--- config.mk ---
export PLATFORM = sky130hd
export DESIGN_NAME = clk_divider_multi
export DESIGN_NICKNAME = d
export VERILOG_FILES = /design/src/rtl/divisor_pkg.sv /design/src/rtl/divisor_channel.sv /design/src/rtl/clk_divider_multi.sv
export SDC_FILE = /design/constraint.sdc
export NUM_CORES = 1
export LEC_CHECK = 0
export ABC_AREA = 1
export CORE_MARGIN = 2
export CORE_UTILIZATION = 55
export DETAILED_ROUTE_END_ITERATION = 8
export HOLD_SLACK_MARGIN = 0.03
export PLACE_DENSITY = 0.8
export SLEW_MARGIN = 20
export SYNTH_ARGS = -nofsm -noshare
export SYNTH_HDL_FRONTEND = slang
export SYNTH_SLANG_ARGS = --single-unit
--- constraint.sdc ---
create_clock -name clk_50MHz -period 2.95 [get_ports clk_50MHz]
set_clock_uncertainty 0.15 [all_clocks]
set_input_delay 0.295 -clock clk_50MHz [delete_from_list [all_inputs] [get_ports clk_50MHz]]
set_output_delay 0.295 -clock clk_50MHz [all_outputs]
set_load 0.05 [all_outputs]
--- src/rtl/divisor_pkg.sv ---
// Shared constants, mode encoding and helpers for the multi-channel clock divider.
package divisor_pkg;

    // Board-level defaults: 50 MHz / (2 * 8_333_334) gives the legacy ~3 Hz square wave.
    localparam int unsigned CNT_W_DEF       = 25;
    localparam int unsigned DEFAULT_DIV_50M = 8_333_333;

    // Output mode encoding for each channel.
    localparam logic MODE_TOGGLE = 1'b0;
    localparam logic MODE_PULSE  = 1'b1;

    // What a channel does on the coming clock edge, highest priority first:
    // restart > load > wrap/count > hold.
    typedef enum logic [2:0] {
        ACT_HOLD    = 3'd0,
        ACT_COUNT   = 3'd1,
        ACT_WRAP    = 3'd2,
        ACT_LOAD    = 3'd3,
        ACT_RESTART = 3'd4
    } chan_act_e;

    // Width of the channel-select field; a single channel still gets one bit.
    function automatic int unsigned sel_width(input int unsigned n);
        return (n > 1) ? $clog2(n) : 1;
    endfunction

endpackage

--- src/rtl/divisor_channel.sv ---
// One divider channel: programmable limit, counter, square-wave bit, tick bit
// and the mode mux that selects which of the two drives clk_out_o.
module divisor_channel
    import divisor_pkg::*;
#(
    parameter int unsigned CNT_W       = CNT_W_DEF,
    parameter int unsigned DEFAULT_DIV = DEFAULT_DIV_50M
) (
    input  logic             clk_50MHz,
    input  logic             reset,
    input  logic             restart_i,
    input  logic             en_i,
    input  logic             mode_i,
    input  logic             load_i,
    input  logic [CNT_W-1:0] load_val_i,
    output logic             clk_out_o,
    output logic             tick_o,
    output chan_act_e        act_o
);

    localparam logic [CNT_W-1:0] LIM_RST = CNT_W'(DEFAULT_DIV);
    localparam logic [CNT_W-1:0] CNT_ONE = CNT_W'(1);

    logic [CNT_W-1:0] lim_q, lim_d;
    logic [CNT_W-1:0] cnt_q, cnt_d;
    logic             sq_q, sq_d;
    logic             tick_q, tick_d;
    chan_act_e        act;

    // Pick the single action for this edge according to the priority order.
    always_comb begin
        act = ACT_HOLD;
        if (restart_i) begin
            act = ACT_RESTART;
        end else if (load_i) begin
            act = ACT_LOAD;
        end else if (en_i) begin
            // >= rather than == so a counter can never sit above its limit.
            act = (cnt_q >= lim_q) ? ACT_WRAP : ACT_COUNT;
        end
    end

    // Next-state values for the selected action; tick is a one-cycle pulse by default.
    always_comb begin
        lim_d  = lim_q;
        cnt_d  = cnt_q;
        sq_d   = sq_q;
        tick_d = 1'b0;
        case (act)
            ACT_RESTART: begin
                // Restart clears phase but a simultaneous load still updates the limit.
                cnt_d = '0;
                sq_d  = 1'b0;
                if (load_i) begin
                    lim_d = load_val_i;
                end
            end
            ACT_LOAD: begin
                // New limit, phase-aligned restart; any wrap this cycle is dropped.
                lim_d = load_val_i;
                cnt_d = '0;
                sq_d  = 1'b0;
            end
            ACT_WRAP: begin
                cnt_d  = '0;
                sq_d   = ~sq_q;
                tick_d = 1'b1;
            end
            ACT_COUNT: begin
                // cnt_q < lim_q here, so the increment cannot overflow.
                cnt_d = cnt_q + CNT_ONE;
            end
            default: begin
                // Hold: counter and square bit keep their values.
                cnt_d = cnt_q;
            end
        endcase
    end

    // Channel state registers with asynchronous active-high reset.
    always_ff @(posedge clk_50MHz or posedge reset) begin
        if (reset) begin
            lim_q  <= LIM_RST;
            cnt_q  <= '0;
            sq_q   <= 1'b0;
            tick_q <= 1'b0;
        end else begin
            lim_q  <= lim_d;
            cnt_q  <= cnt_d;
            sq_q   <= sq_d;
            tick_q <= tick_d;
        end
    end

    // Both mux inputs are flop outputs, so the selected output is glitch-free per mode.
    assign clk_out_o = (mode_i == MODE_PULSE) ? tick_q : sq_q;
    assign tick_o    = tick_q;
    assign act_o     = act;

endmodule

--- src/rtl/clk_divider_multi.sv ---
// Multi-channel run-time-programmable clock divider on the 50 MHz board clock.
// Load interface: load is a single-cycle strobe with no handshake; on the edge
// where load = 1, load_val is written to the limit of channel load_ch and that
// channel restarts from count 0. A load_ch beyond the last channel is dropped.
module clk_divider_multi
    import divisor_pkg::*;
#(
    parameter int unsigned CNT_W       = CNT_W_DEF,
    parameter int unsigned NUM_CH      = 2,
    parameter int unsigned DEFAULT_DIV = DEFAULT_DIV_50M,
    localparam int unsigned LCH_W      = sel_width(NUM_CH)
) (
    input  logic              clk_50MHz,
    input  logic              reset,
    input  logic              restart,
    input  logic [NUM_CH-1:0] en,
    input  logic [NUM_CH-1:0] mode,
    input  logic              load,
    input  logic [LCH_W-1:0]  load_ch,
    input  logic [CNT_W-1:0]  load_val,
    output logic [NUM_CH-1:0] clk_out,
    output logic [NUM_CH-1:0] tick
);

    // Elaboration-time parameter sanity.
    if (NUM_CH < 1 || NUM_CH > 8) begin : g_bad_num_ch
        $error("clk_divider_multi: NUM_CH must be 1..8");
    end
    if (CNT_W < 32 && DEFAULT_DIV >= (32'd1 << CNT_W)) begin : g_bad_default
        $error("clk_divider_multi: DEFAULT_DIV does not fit in CNT_W");
    end

    logic              load_in_range;
    logic [NUM_CH-1:0] load_hit;
    chan_act_e         ch_act [NUM_CH];

    // Out-of-range selects cannot reach any channel.
    assign load_in_range = (32'(load_ch) < NUM_CH);

    for (genvar i = 0; i < NUM_CH; i++) begin : g_ch
        // Per-channel load strobe decoded from the shared select.
        assign load_hit[i] = load && load_in_range && (load_ch == LCH_W'(i));

        divisor_channel #(
            .CNT_W       (CNT_W),
            .DEFAULT_DIV (DEFAULT_DIV)
        ) u_chan (
            .clk_50MHz  (clk_50MHz),
            .reset      (reset),
            .restart_i  (restart),
            .en_i       (en[i]),
            .mode_i     (mode[i]),
            .load_i     (load_hit[i]),
            .load_val_i (load_val),
            .clk_out_o  (clk_out[i]),
            .tick_o     (tick[i]),
            .act_o      (ch_act[i])
        );
    end

endmodule

== After elaboration in Yosys (flattened, before gate mapping) ==
Cells that the tools add are included.
W data, S select, Z words.
Cells by class
  muxes and demuxes: 20
  eq/ne operators: 10
  reductions and logical operators: 14
  magnitude comparators: 2
  bitwise gates (word level): 3
  add/sub/neg operators: 2
Operators with widths (count)
  $pmux W25 S2: 4
  $add A25 B1 Y25 const B: 2
  $ge A25 B25 Y1: 2
  $mux W25: 2
  $mux W3: 6
  $eq A3 B2 Y1 const B: 4
  $reduce_bool A2 Y1: 6
  $eq A3 B1 Y1 const B: 2
  $eq A3 B3 Y1 const B: 2
  $reduce_or A3 Y1: 2
  $mux W1: 4
  $mux W2: 2
  $ne A2 B1 Y1 const B: 2
  $pmux W1 S2: 2
  $reduce_and A2 Y1: 2
  $reduce_or A2 Y1: 2
  $not A1 Y1: 3
  $logic_and A1 B1 Y1: 2
Word-level totals
  output and inout port bits: 4
  register bits: 104
  word-level logic and storage cells: 59

== Depth between registers and ports, before layout ==
Gate-level depths: netlist (run 1).
  word-level depth: 8
  mapped depth: 14

== By module ==
From an unflattened synthesis (run 1), not the netlist that was laid out.
Unflattened totals
  cells, all modules: 856
  area total of the unflattened synthesis: 6906.6 um^2
Modules (own cells, without submodules)
  divisor_channel at g_ch[1].u_chan: times used 1, cells an instance 430, area an instance 3549.7 um^2
  divisor_channel at g_ch[0].u_chan: times used 1, cells an instance 422, area an instance 3339.5 um^2
  clk_divider_multi: times used 1, cells an instance 4, area an instance 17.5 um^2

== Worst setup path before layout (run 1) ==
Ideal clock, no wire load.
  path type: register to register
  start: register g_ch[0].u_chan.lim_q[22]
  end: register g_ch[0].u_chan.cnt_q[10]
  setup time: 122 ps
  stages on the path, launching flop included: 13
  setup slack: 983 ps
  clock period less this slack: 1967 ps
  data required time: 2678 ps
  arrival: 1696 ps
  path through: dfstp_2 inv_1 ha_1 nand2_1 nor2_2 nand2_1 nor3_1 nand2_1 nand3_2 inv_2 nand2_4 buf_6 o21ai_2
Between the ends
  word-level cells in the longest chain between the ends: 8
RTL lines
  start: declaration: line divisor_channel.sv:24  | logic [CNT_W-1:0] lim_q, lim_d;
  start signal: assignment: line divisor_channel.sv:88  | lim_q <= lim_d;
  $ge A25 B25 Y1 (*): line divisor_channel.sv:39  | act = (cnt_q >= lim_q) ? ACT_WRAP : ACT_COUNT;
  $mux W2 (*): line divisor_channel.sv:39
  $mux W3 (*): line divisor_channel.sv:37  | end else if (en_i) begin
  $mux W3 (*): line divisor_channel.sv:35  | end else if (load_i) begin
  $mux W3 (*): line divisor_channel.sv:33  | if (restart_i) begin
  $eq A3 B3 Y1 or $eq A3 B2 Y1 (tied branches): line divisor_channel.sv:49  | case (act)
  $reduce_or A3 Y1 (no source line)
  $pmux W25 S2 or $reduce_bool A2 Y1 (tied branches)
  end signal: assignment: line divisor_channel.sv:89  | cnt_q <= cnt_d;
  end: declaration: line divisor_channel.sv:25  | logic [CNT_W-1:0] cnt_q, cnt_d;
Mark *: on every way between the ends. The rest lies on a longest branch, timed or not.
A chain may end at the register's enable or synchronous reset.

== Final worst setup path (run 1) ==
  start: register g_ch[1].u_chan.lim_q[22]
  end: register g_ch[1].u_chan.cnt_q[10]
Between the ends
  word-level cells in the longest chain between the ends: 8
RTL lines (line)
  start: declaration: divisor_channel.sv:24
  start signal: assignment: divisor_channel.sv:88
  $ge A25 B25 Y1 (*): divisor_channel.sv:39
  $mux W2 (*): divisor_channel.sv:39
  $mux W3 (*): divisor_channel.sv:37
  $mux W3 (*): divisor_channel.sv:35
  $mux W3 (*): divisor_channel.sv:33
  $eq A3 B3 Y1 or $eq A3 B2 Y1 (tied branches): divisor_channel.sv:49
  $reduce_or A3 Y1 (no source line)
  $pmux W25 S2 or $reduce_bool A2 Y1 (tied branches)
  end signal: assignment: divisor_channel.sv:89
  end: declaration: divisor_channel.sv:25
Marked as above.

==> run_results.csv, run 1 <==
group,metric,value,unit
outcome,outcome,"finished clean",
worst_setup_path,critPathCaptureType,"flop",
worst_setup_path,cp.arrival,2.56,ns
detailed_routing,drt_pass1_iterations,5,
detailed_routing,wl_per_cell,14.5,um
floorplan,pin_count,38,
global_routing,grt_util_met1,29.3,%
cells_and_area,multi_input_area,0.00358,sq mm
global_routing,grt_busiest_layer,"met2",
synthesis,synth_ff_type,"dfrtp_1",
worst_setup_path,reg2reg_slack,0.48,ns
power_and_ir_drop,p_leak,3.68,nW
floorplan,die-area,0.0132,sq mm
cells_and_area,seqCellArea,0.00263,sq mm
synthesis,synth_top_cells_by_count,"nand2_1, inv_1, dfrtp_1, nor2_1, o21ai_0",
clock_tree,clk_latency,0.35,ns
worst_setup_path,r2r-start,"g_ch[1].u_chan.lim_q[22]",
global_routing,use_met2,44.5,%
worst_setup_path,cp_max_fo,25,
detailed_routing,drt_iter0_drc,399,
place,gp_congestion,0.964,
place,placedCellCount,1058,
worst_setup_path,cp_cell_sequence,"inv_1, ha_1, nand2_1, nor2_1, nand2_1, nor2_2, nand3b_2, nand4_1, nand2_1",
synthesis,yosysTopAreaCell,"dfrtp_1",
global_routing,met3_usage,5.17,%
synthesis,async_reset_ff_share,100,%
power_and_ir_drop,pwr_density_cell,421,mW/mm^2
synthesis,ys_ff_latch,104,
worst_setup_path,rr_worst_depth,9,
clock_tree,ctsHoldBuffers,0,
timing,fmaxAchievable,405,MHz
worst_setup_path,required,3.04,ns
clock_tree,cts_tree,"yes",
clock_tree,post_cts_buffers,0,
synthesis,ys_seq_area_share,38.8,%
synthesis,synth_fp_nets,979,
synthesis,syn_avg_cell_area,7.60,sq um
place,dp_slack,0.492,ns
worst_setup_path,crit_family,"simple AND/OR/NAND/NOR gates",
hold_path,hp-class,"in -> async",
synthesis,yosysTopAreaCellShare,29.5,%
clock_tree,clockBufferDepth,2,
detailed_routing,vias_per_cell,5.24,
cells_and_area,diodes,0,
timing,setup_viol,0,
clock_tree,cts_inserted_buffers,9,
detailed_routing,drtAntennaViolNets,0,
synthesis,yosysWarningCount,0,
timing,final_hold_viol_count,0,
clock_tree,cts_root_buf,"clkbuf_16",
clock_tree,htree_levels,3,
detailed_routing,num_vias,5628,
global_routing,grt_overflow,0,
synthesis,synth_edf_count,0,
floorplan,core_region_area,0.0120,sq mm
cells_and_area,layout.nets,1008,
synthesis,synth.distinct_cells,33,
power_and_ir_drop,vdd_drop_max,0.448,mV
worst_setup_path,crit_type,"reg -> reg",
timing,finalMaxSlewViolations,0,
clock_tree,cts_resized,0,
worst_setup_path,worst-path-buf-inv,1,
cells_and_area,final_area,0.00754,sq mm
worst_setup_path,worstSetupStartpointType,"flop",
cells_and_area,fin_cells,1074,
timing,hold_slack,0.168,ns
timing,setup_ws,0.483,ns
run,maxCapViolCount,0,
worst_setup_path,cp-startpoint,"g_ch[1].u_chan.lim_q[22]",
global_routing,grt_max_degree,53,
floorplan,die_y,115,um
global_routing,grt_pass1_vias,5512,
global_routing,antenna_found_initial,0,
synthesis,syn-instance-count,893,
floorplan,start_util,56.5,%
floorplan,die_w,115,um
worst_setup_path,cp.depth,9,
timing,rsz0062_at_grt,"false",
cells_and_area,area_delta_synth_final,11.1,%
worst_setup_path,crit_slowest_cell,"dfstp_2",
timing,relSlewSlack,37.9,%
cells_and_area,nFillCells,1038,
timing,period_needed,2.47,ns
timing,tns,0,ns
clock_tree,cts_sinks,104,
floorplan,rows,40,
place,place_hpwl,11700,um
place,place_area,0.00727,sq mm
worst_setup_path,cpPeakStageDelay,0.52,ns
cells_and_area,drive_gt1_share,9.92,%
place,portBuffers,37,
timing,tightestPinTransition,0.930,ns
worst_setup_path,crit_path_frequent_cell,"nand2_1",
detailed_routing,wl,15600,um
detailed_routing,drcViolationCount,0,
timing,fin_crit_sh,83.6,%
synthesis,synth_area_leaders,"dfrtp_1, nand2_1, ha_1",
clock_tree,path_clk_slew,0.07,ns
global_routing,grtUsageTotal,24.8,%
synthesis,yosysMostFrequentCell,"nand2_1",
global_routing,grt_pass1_wl,25900,um
synthesis,syn-cell-area,0.00679,sq mm
[routing by layer]
| metal | vias up | part of all wire (%) |
|---|---|---|
| met3 | 31 | 3.1 |
| met2 | 80 | 51 |
| met1 | 2583 | 43 |
| li1 | 2934 | - |
| met4 | 0 | 2.9 |
| met5 | - | 0 |
[sequential cells by signal, indices dropped and copies added (netlist names)]
register / cells
g_ch.u_chan.tick_o: 2
g_ch.u_chan.cnt_q: 50
g_ch.u_chan.lim_q: 50
g_ch.u_chan.sq_q: 2
[cell type report]
cell class | instances | area share (%)
inverters | 115 | 5.77
flip-flops and latches | 104 | 34.9
clock inverters | 6 | 0.581
well taps | 147 | 2.44
repair buffers | 44 | 5.77
multi-input cells | 648 | 47.5
clock buffers | 10 | 3.04
[placed cells by master (no fill, tap or decap), types with 2 or more instances in the layout]
master           count
inv_1              111
nand4_1             51
clkdlybuf4s50_1     37
nor3_1              11
o21ai_0             53
nand2_2              3
a21o_1               2
ha_1                52
nand3_2              2
buf_4                6
o21a_1               2
o21ai_2             20
clkinv_4             2
nor2_2              10
nor2_1              63
nor3_2               2
xnor2_1             15
a21oi_1             16
nand3_1             38
nor4_2               2
inv_2                3
clkbuf_16            9
dfstp_2             24
xor2_1              21
nand3b_1             3
dfrtp_1             80
inv_6                2
nand2_1            276
[logic make-up (layout without fill, tap and decap cells)]
logic type	Yosys count	count (layout)	share of synthesized area, %
simple gates	466	466	30.3
buf+inv	141	175	8.48
flops	104	104	38.8
compound gates	94	94	8.19
fa+ha+maj	52	52	9.59
xor+xnor	36	36	4.65
[path summary, 6_finish.rpt]
kind / end
max: g_ch[1].u_chan.cnt_q[10]
min: g_ch[0].u_chan.cnt_q[6]
max reg2reg: g_ch[1].u_chan.cnt_q[10]
min reg2reg: g_ch[1].u_chan.lim_q[13]
max in group asynchronous: g_ch[1].u_chan.lim_q[13]
min in group clk_50MHz: g_ch[0].u_chan.lim_q[0]
[power by group]
group          internal [mW]  switching (mW)
Combinational          0.171           0.298
Clock                  0.578           0.552
Sequential              1.55          0.0309
Total                   2.29           0.880
[worst register-to-register path: stages, from the launching register on]
cell and delay, ns:
dfstp_2 0.52, inv_1 0.06, ha_1 0.31, nand2_1 0.07, nor2_1 0.18, nand2_1 0.13, nor2_2 0.13, nand3b_2 0.44
nand4_1 0.29, nand2_1 0.08
[through the flow]
| stage | power, mW | utilization [%] |
|---|---|---|
| 2_1_floorplan | 1.91 | - |
| 3_3_place_gp | 2.06 | 60.5 |
| 3_5_place_dp | 2.07 | 60.5 |
| 4_1_cts | 3.20 | 62.8 |
| 5_1_grt | 3.33 | 62.8 |
| 6_report | 3.17 | 62.8 |
(Power assumes the default switching activity.)
==> inputs of run 2 (changes only) <==
--- a/config.mk
+++ b/config.mk
@@ -7,10 +7,10 @@
 export LEC_CHECK = 0
 export ABC_AREA = 1
 export CORE_MARGIN = 2
-export CORE_UTILIZATION = 55
+export CORE_UTILIZATION = 61
 export DETAILED_ROUTE_END_ITERATION = 8
 export HOLD_SLACK_MARGIN = 0.03
-export PLACE_DENSITY = 0.8
+export PLACE_DENSITY = 0.84
 export SLEW_MARGIN = 20
 export SYNTH_ARGS = -nofsm -noshare
 export SYNTH_HDL_FRONTEND = slang
==> constraint.sdc (replaced) <==
create_clock -name clk_50MHz -period 2.4 [get_ports clk_50MHz]
set_clock_uncertainty 0.15 [all_clocks]
set_input_delay 0.24 -clock clk_50MHz [delete_from_list [all_inputs] [get_ports clk_50MHz]]
set_output_delay 0.24 -clock clk_50MHz [all_outputs]
set_load 0.05 [all_outputs]
==> run 2 against run 1 <==
Maximum frequency rose by 9.3%. First-iteration DRC count rose by 14%. Critical path type unchanged. Count of clock-buffer cells in the layout rose by 1. Wire length fell by 1.5%. Global-route usage rose by 2.5 points. Largest cell class unchanged. Sequential power rose by 22%. Core utilization rose by 6.5 points. Power rose by 12%. Non-clock buffer count rose by 1.
==> run_results.csv, run 2 (synthesized netlist as in run 1, its figures left out) <==
group,metric,value,unit
timing,fin_crit_sh,94.0,%
global_routing,grt_pass1_vias,5595,
detailed_routing,drtAntennaViolNets,0,
cells_and_area,seqCellArea,0.00263,sq mm
worst_setup_path,crit_type,"reg -> reg",
clock_tree,cts_root_buf,"clkbuf_8",
cells_and_area,diodes,0,
worst_setup_path,cp_max_fo,3,
cells_and_area,mostFrequentLayoutCells,"nand2_1, inv_1, dfrtp_1",
timing,tns,0,ns
floorplan,start_util,62.6,%
power_and_ir_drop,p_leak,3.67,nW
cells_and_area,layout_commonest_cell,"nand2_1",
floorplan,core_region_area,0.0108,sq mm
timing,fmaxAchievable,443,MHz
detailed_routing,wl_met2,7900,um
place,place_hpwl,11400,um
floorplan,pin_count,38,
place,gp_congestion,0.981,
power_and_ir_drop,vdd_drop_max,0.435,mV
timing,final_hold_viol_count,0,
clock_tree,htree_levels,3,
detailed_routing,vias_per_cell,5.48,
clock_tree,cts_inserted_buffers,9,
cells_and_area,nFillCells,884,
clock_tree,ctsHoldBuffers,0,
detailed_routing,wl,15300,um
timing,relSlewSlack,38.7,%
outcome,outcome,"finished clean",
clock_tree,post_cts_buffers,0,
detailed_routing,num_vias,5853,
clock_tree,clockBufferDepth,2,
hold_path,hp-class,"in -> async",
timing,setup_ws,0.144,ns
worst_setup_path,required,2.57,ns
timing,setup_viol,0,
worst_setup_path,cp.arrival,2.42,ns
power_and_ir_drop,power,3.56,mW
cells_and_area,layout.nets,1010,
cells_and_area,area_delta_synth_final,10.6,%
cells_and_area,reg_top3,"g_ch.u_chan.cnt_q (50), g_ch.u_chan.lim_q (50)",
timing,tightestPinTransition,0.918,ns
global_routing,antenna_found_initial,0,
clock_tree,path_clk_slew,0.09,ns
floorplan,die_y,109,um
detailed_routing,wl_met1,6350,um
place,portBuffers,37,
detailed_routing,dr_wl_met3,610,um
worst_setup_path,critPathCaptureType,"flop",
detailed_routing,drt_pass1_iterations,5,
floorplan,die_w,109,um
clock_tree,cts_resized,0,
place,dp_slack,0.0995,ns
run,maxCapViolCount,0,
global_routing,grt_pass1_wl,25600,um
global_routing,grtUsageTotal,27.3,%
timing,finalMaxSlewViolations,0,
detailed_routing,drcViolationCount,0,
detailed_routing,drt_iter0_drc,455,
timing,period_needed,2.26,ns
power_and_ir_drop,pwr_density_cell,474,mW/mm^2
global_routing,grt_overflow,0,
detailed_routing,wl_per_cell,14.3,um
clock_tree,clk_latency,0.38,ns
clock_tree,cts_sinks,104,
global_routing,grt_max_degree,105,
clock_tree,cts_tree,"yes",
floorplan,rows,38,
cells_and_area,multi_input_area,0.00361,sq mm
cells_and_area,drive_gt1_share,10.5,%
timing,rsz0062_at_grt,"false",
detailed_routing,route.top_layer_used,"met4",
floorplan,die-area,0.0120,sq mm
worst_setup_path,worstSetupStartpointType,"flop",
## run 2: metal layers
| metal | GRT usage [%] | vias up |
|---|---|---|
| li1 | - | 2946 |
| met1 | 33.9 | 2728 |
| met2 | 47.7 | 143 |
| met3 | 3.68 | 36 |
| met4 | 11.1 | 0 |
| met5 | 0 | - |
## run 2: where the power goes
part           internal [mW]  switching (mW)
combinational          0.209           0.370
clock                  0.416           0.627
sequential              1.90          0.0360
## run 2: final cells by class
type / instances / share of cell area [%]
well taps: 140 / 2.33
repair buffers: 45 / 6.17
clock inverters: 5 / 0.550
flip-flops and latches: 104 / 35.1
multi-input cells: 649 / 48.1
clock buffers: 11 / 1.88
inverters: 115 / 5.84
## run 2: worst max-delay path, stage by stage, from the launching register on
cell and delay [ns]:
dfstp_2 0.53, inv_1 0.05, ha_1 0.32, nand2_1 0.10
nor2_1 0.19, nand2_1 0.13, nor2_2 0.13, nand2_1 0.08
nand2_2 0.09, nor2_1 0.05, nand3_1 0.10, nand2_1 0.10
nand2_1 0.07, nand2_1 0.04, nor2_1 0.07
## run 2: stage by stage
stage          instance area [sq um]  instances  hold slack (ns)  util [%]
3_3_place_gp                    7290       1052            0.337      67.2
6_report                        7500       1069            0.195      69.2
5_1_grt                         7500       1069            0.238      69.2
2_1_floorplan                   6790        893            0.194         -
4_1_cts                         7470       1068            0.214      68.9
3_5_place_dp                    7290       1052            0.349      67.2
## run 2: worst paths after layout
check / startpoint / slack [ns] / to / cells past startpoint
worst max-delay path: g_ch[1].u_chan.lim_q[22] / 0.14 / g_ch[1].u_chan.sq_q / 14
worst min-delay path: reset / 0.20 / g_ch[1].u_chan.lim_q[1] / 3
worst max register to register: g_ch[1].u_chan.lim_q[22] / 0.14 / g_ch[1].u_chan.sq_q / 14
worst min register to register: g_ch[0].u_chan.lim_q[2] / 0.36 / g_ch[0].u_chan.lim_q[2] / 2
max in group asynchronous: reset / 1.46 / g_ch[1].u_chan.cnt_q[14] / 3
min in group clk_50MHz: load_val[0] / 0.23 / g_ch[0].u_chan.lim_q[0] / 3
==> inputs of run 3 (changes only) <==
--- a/config.mk
+++ b/config.mk
@@ -5,9 +5,11 @@
 export SDC_FILE = /design/constraint.sdc
 export NUM_CORES = 1
 export LEC_CHECK = 0
-export ABC_AREA = 1
+export ABC_AREA = 0
+export CELL_PAD_IN_SITES_DETAIL_PLACEMENT = 0
+export CELL_PAD_IN_SITES_GLOBAL_PLACEMENT = 1
 export CORE_MARGIN = 2
-export CORE_UTILIZATION = 61
+export CORE_UTILIZATION = 47
 export DETAILED_ROUTE_END_ITERATION = 8
 export HOLD_SLACK_MARGIN = 0.03
 export PLACE_DENSITY = 0.84
==> run 3 against run 2 <==
The run now ends with negative setup slack left. Die area is 15% higher. Final cell count decreased by 13%. Register-to-register slack worse by 0.32 ns. Sequential power increased by 2%. Synthesized cell count decreased by 29%. Power is 19% higher. Sequential share of layout area decreased by 3.2 points. First-iteration DRC count down 25%. Setup slack worse by 0.32 ns. Synthesized area fell by 11%. Worst hold slack better by 0.043 ns. Clock power up 50%. Critical path type unchanged.
==> run_results.csv, run 3 <==
group,metric,value,unit
synthesis,synth_ff_type,"dfrtp_1",
synthesis,synth_area_leaders,"dfrtp_1, ha_1, dfstp_2",
floorplan,start_util,48.1,%
synthesis,yosysTopAreaCellShare,33.0,%
place,place_hpwl,10400,um
floorplan,die_w,118,um
global_routing,grtUsageTotal,21.9,%
worst_setup_path,reg2reg_to,"g_ch[1].u_chan.cnt_q[3]",
clock_tree,cts_tree,"yes",
power_and_ir_drop,pwr_density_cell,514,mW/mm^2
floorplan,rows,41,
cells_and_area,area_delta_synth_final,36.3,%
detailed_routing,drt_pass1_iterations,4,
synthesis,syn-cell-area,0.00607,sq mm
worst_setup_path,cp_max_fo,7,
floorplan,pin_count,38,
hold_path,hp-class,"in -> async",
timing,final_hold_viol_count,0,
cells_and_area,mostFrequentLayoutCells,"nand2_1, dfrtp_1, buf_4",
global_routing,grt_overflow,0,
detailed_routing,drtAntennaViolNets,0,
synthesis,async_reset_ff_share,100,%
detailed_routing,num_vias,5201,
timing,tightestPinTransition,0.569,ns
worst_setup_path,required,2.49,ns
synthesis,synth_edf_count,0,
worst_setup_path,cp-startpoint,"g_ch[1].u_chan.lim_q[4]",
global_routing,grt_max_degree,105,
floorplan,core_region_area,0.0126,sq mm
cells_and_area,reg_top3,"g_ch.u_chan.cnt_q (50), g_ch.u_chan.lim_q (50)",
cells_and_area,drive_gt1_share,34.6,%
clock_tree,cts_inserted_buffers,9,
clock_tree,htree_levels,3,
run,maxCapViolCount,0,
detailed_routing,wl,16100,um
timing,finalMaxSlewViolations,0,
worst_setup_path,worstSetupStartpointType,"flop",
clock_tree,cts_sinks,104,
place,portBuffers,37,
outcome,outcome,"finished, violations left",
global_routing,antenna_found_initial,0,
global_routing,grt_pass1_wl,24600,um
power_and_ir_drop,power,4.25,mW
synthesis,yosysTopAreaCell,"dfrtp_1",
worst_setup_path,rr_worst_depth,9,
worst_setup_path,r2r-start,"g_ch[1].u_chan.lim_q[4]",
worst_setup_path,reg2reg_slack,-0.18,ns
clock_tree,path_clk_slew,0.07,ns
detailed_routing,drt_iter0_drc,340,
timing,rsz0062_at_grt,"true",
clock_tree,clk_latency,0.36,ns
synthesis,yosysMostFrequentCell,"nand2_1",
floorplan,die-area,0.0138,sq mm
synthesis,syn_avg_cell_area,9.51,sq um
worst_setup_path,cp.arrival,2.67,ns
detailed_routing,vias_per_cell,5.56,
synthesis,synth_top_cells_by_count,"nand2_1, dfrtp_1, inv_1, ha_1, o21ai_0",
cells_and_area,layout_commonest_cell,"nand2_1",
synthesis,synth_fp_nets,724,
floorplan,die_y,118,um
place,gp_congestion,0.856,
detailed_routing,drcViolationCount,0,
detailed_routing,wl_per_cell,17.3,um
worst_setup_path,crit_type,"reg -> reg",
timing,period_needed,2.58,ns
clock_tree,ctsHoldBuffers,0,
power_and_ir_drop,vdd_drop_max,0.317,mV
synthesis,ys_seq_area_share,43.4,%
timing,fmaxAchievable,388,MHz
worst_setup_path,critPathCaptureType,"flop",
timing,fin_crit_sh,107,%
outcome,violations,"negative setup slack",
synthesis,syn-instance-count,638,
timing,relSlewSlack,62.1,%
synthesis,synth.distinct_cells,61,
timing,setup_ws,-0.177,ns
clock_tree,clockBufferDepth,2,
clock_tree,cts_root_buf,"clkbuf_16",
cells_and_area,nFillCells,984,
timing,setup_viol,38,
cells_and_area,diodes,0,
global_routing,grt_pass1_vias,5143,
place,dp_slack,-0.203,ns
synthesis,ys_ff_latch,104,
synthesis,yosysWarningCount,0,
cells_and_area,layout.nets,844,
power_and_ir_drop,p_leak,3.71,nW
## run 3: cell count changes after synthesis, sizes merged, moves of 17 or more
cell	previous run	this run
mux2	0	28
inv	115	58
o21ai	74	53
nand4	52	17
xor2	21	4
nand2	280	91
nor2	74	28
## run 3: repair_timing
| action | CTS | global route |
|---|---|---|
| gates cloned | 1 | 3 |
| gates resized for setup | 38 | 96 |
| endpoints found under the setup margin | 50 | 51 |
| setup buffers | 6 | 10 |
| pin swaps | 23 | 46 |
| hold endpoints to repair | 0 | 0 |
## run 3: worst max-delay path by stage
| stage | depth (start not counted) | slack (ns) | endpoint |
|---|---|---|---|
| finish | 9 | -0.18 | g_ch[1].u_chan.cnt_q[3] |
| global route | 9 | -0.23 | g_ch[1].u_chan.cnt_q[3] |
| CTS | 9 | -0.09 | g_ch[0].u_chan.cnt_q[19] |
| detailed placement | 8 | -0.20 | g_ch[1].u_chan.cnt_q[7] |
| global placement | 9 | -0.19 | g_ch[1].u_chan.cnt_q[3] |
| floorplan | 10 | -0.06 | g_ch[0].u_chan.cnt_q[12] |
## run 3: kinds of logic (layout without fill, tap and decap cells)
family | after synthesis | count (layout) | synth area share, %
and+or+nand+nor | 226 | 226 | 18.6
DFF | 104 | 104 | 43.4
AOI/OAI and AO/OA | 131 | 132 | 14.2
xor gates and xnor gates | 6 | 6 | 0.866
buffers and inverters | 83 | 207 | 5.67
adders and majority gates | 52 | 52 | 10.7
muxes | 36 | 36 | 6.52
## run 3: where the power goes
part | leakage [nW] | total [mW] | switching (mW) | internal [mW]
Clock | 0.153 | 1.56 | 0.727 | 0.832
Combinational | 2.24 | 0.721 | 0.386 | 0.335
Sequential | 1.32 | 1.97 | 0.0540 | 1.91
## run 3: area by class of cell
class	count	area (sq um)	area share (%)
inverters	58	221	2.68
clock buffers	9	225	2.72
flip-flops and latches	104	2630	31.8
well taps	172	215	2.60
clock inverters	7	85.1	1.03
multi-input cells	452	3700	44.7
repair buffers	133	1190	14.4
## run 3: per-stage QoR
stage,hold slack (ns),TNS (ns),cell area (sq um),util (%),cells
2_1_floorplan,0.163,-0.450,6090,-,638
4_1_cts,0.277,-1.25,7660,60.7,922
3_3_place_gp,0.340,-3.11,7160,56.7,900
6_report,0.238,-3.34,8270,65.5,935
3_5_place_dp,0.344,-5.05,7160,56.7,900
5_1_grt,0.295,-6.34,8270,65.5,935
## run 3: routing by layer
metal / track usage, % / wire (um)
met5: 0 / 0
met4: 7.30 / 358
met3: 4.94 / 560
met2: 36.3 / 8260
met1: 28.3 / 6960
## run 3: critical path, cell delays in order (launching register included)
cell and delay (ns):
dfstp_2 0.54, inv_2 0.04, ha_4 0.26, nand3_2 0.05
o21a_1 0.23, o311ai_4 0.43, a21oi_4 0.17, buf_12 0.17
and3_1 0.15, a221o_1 0.27
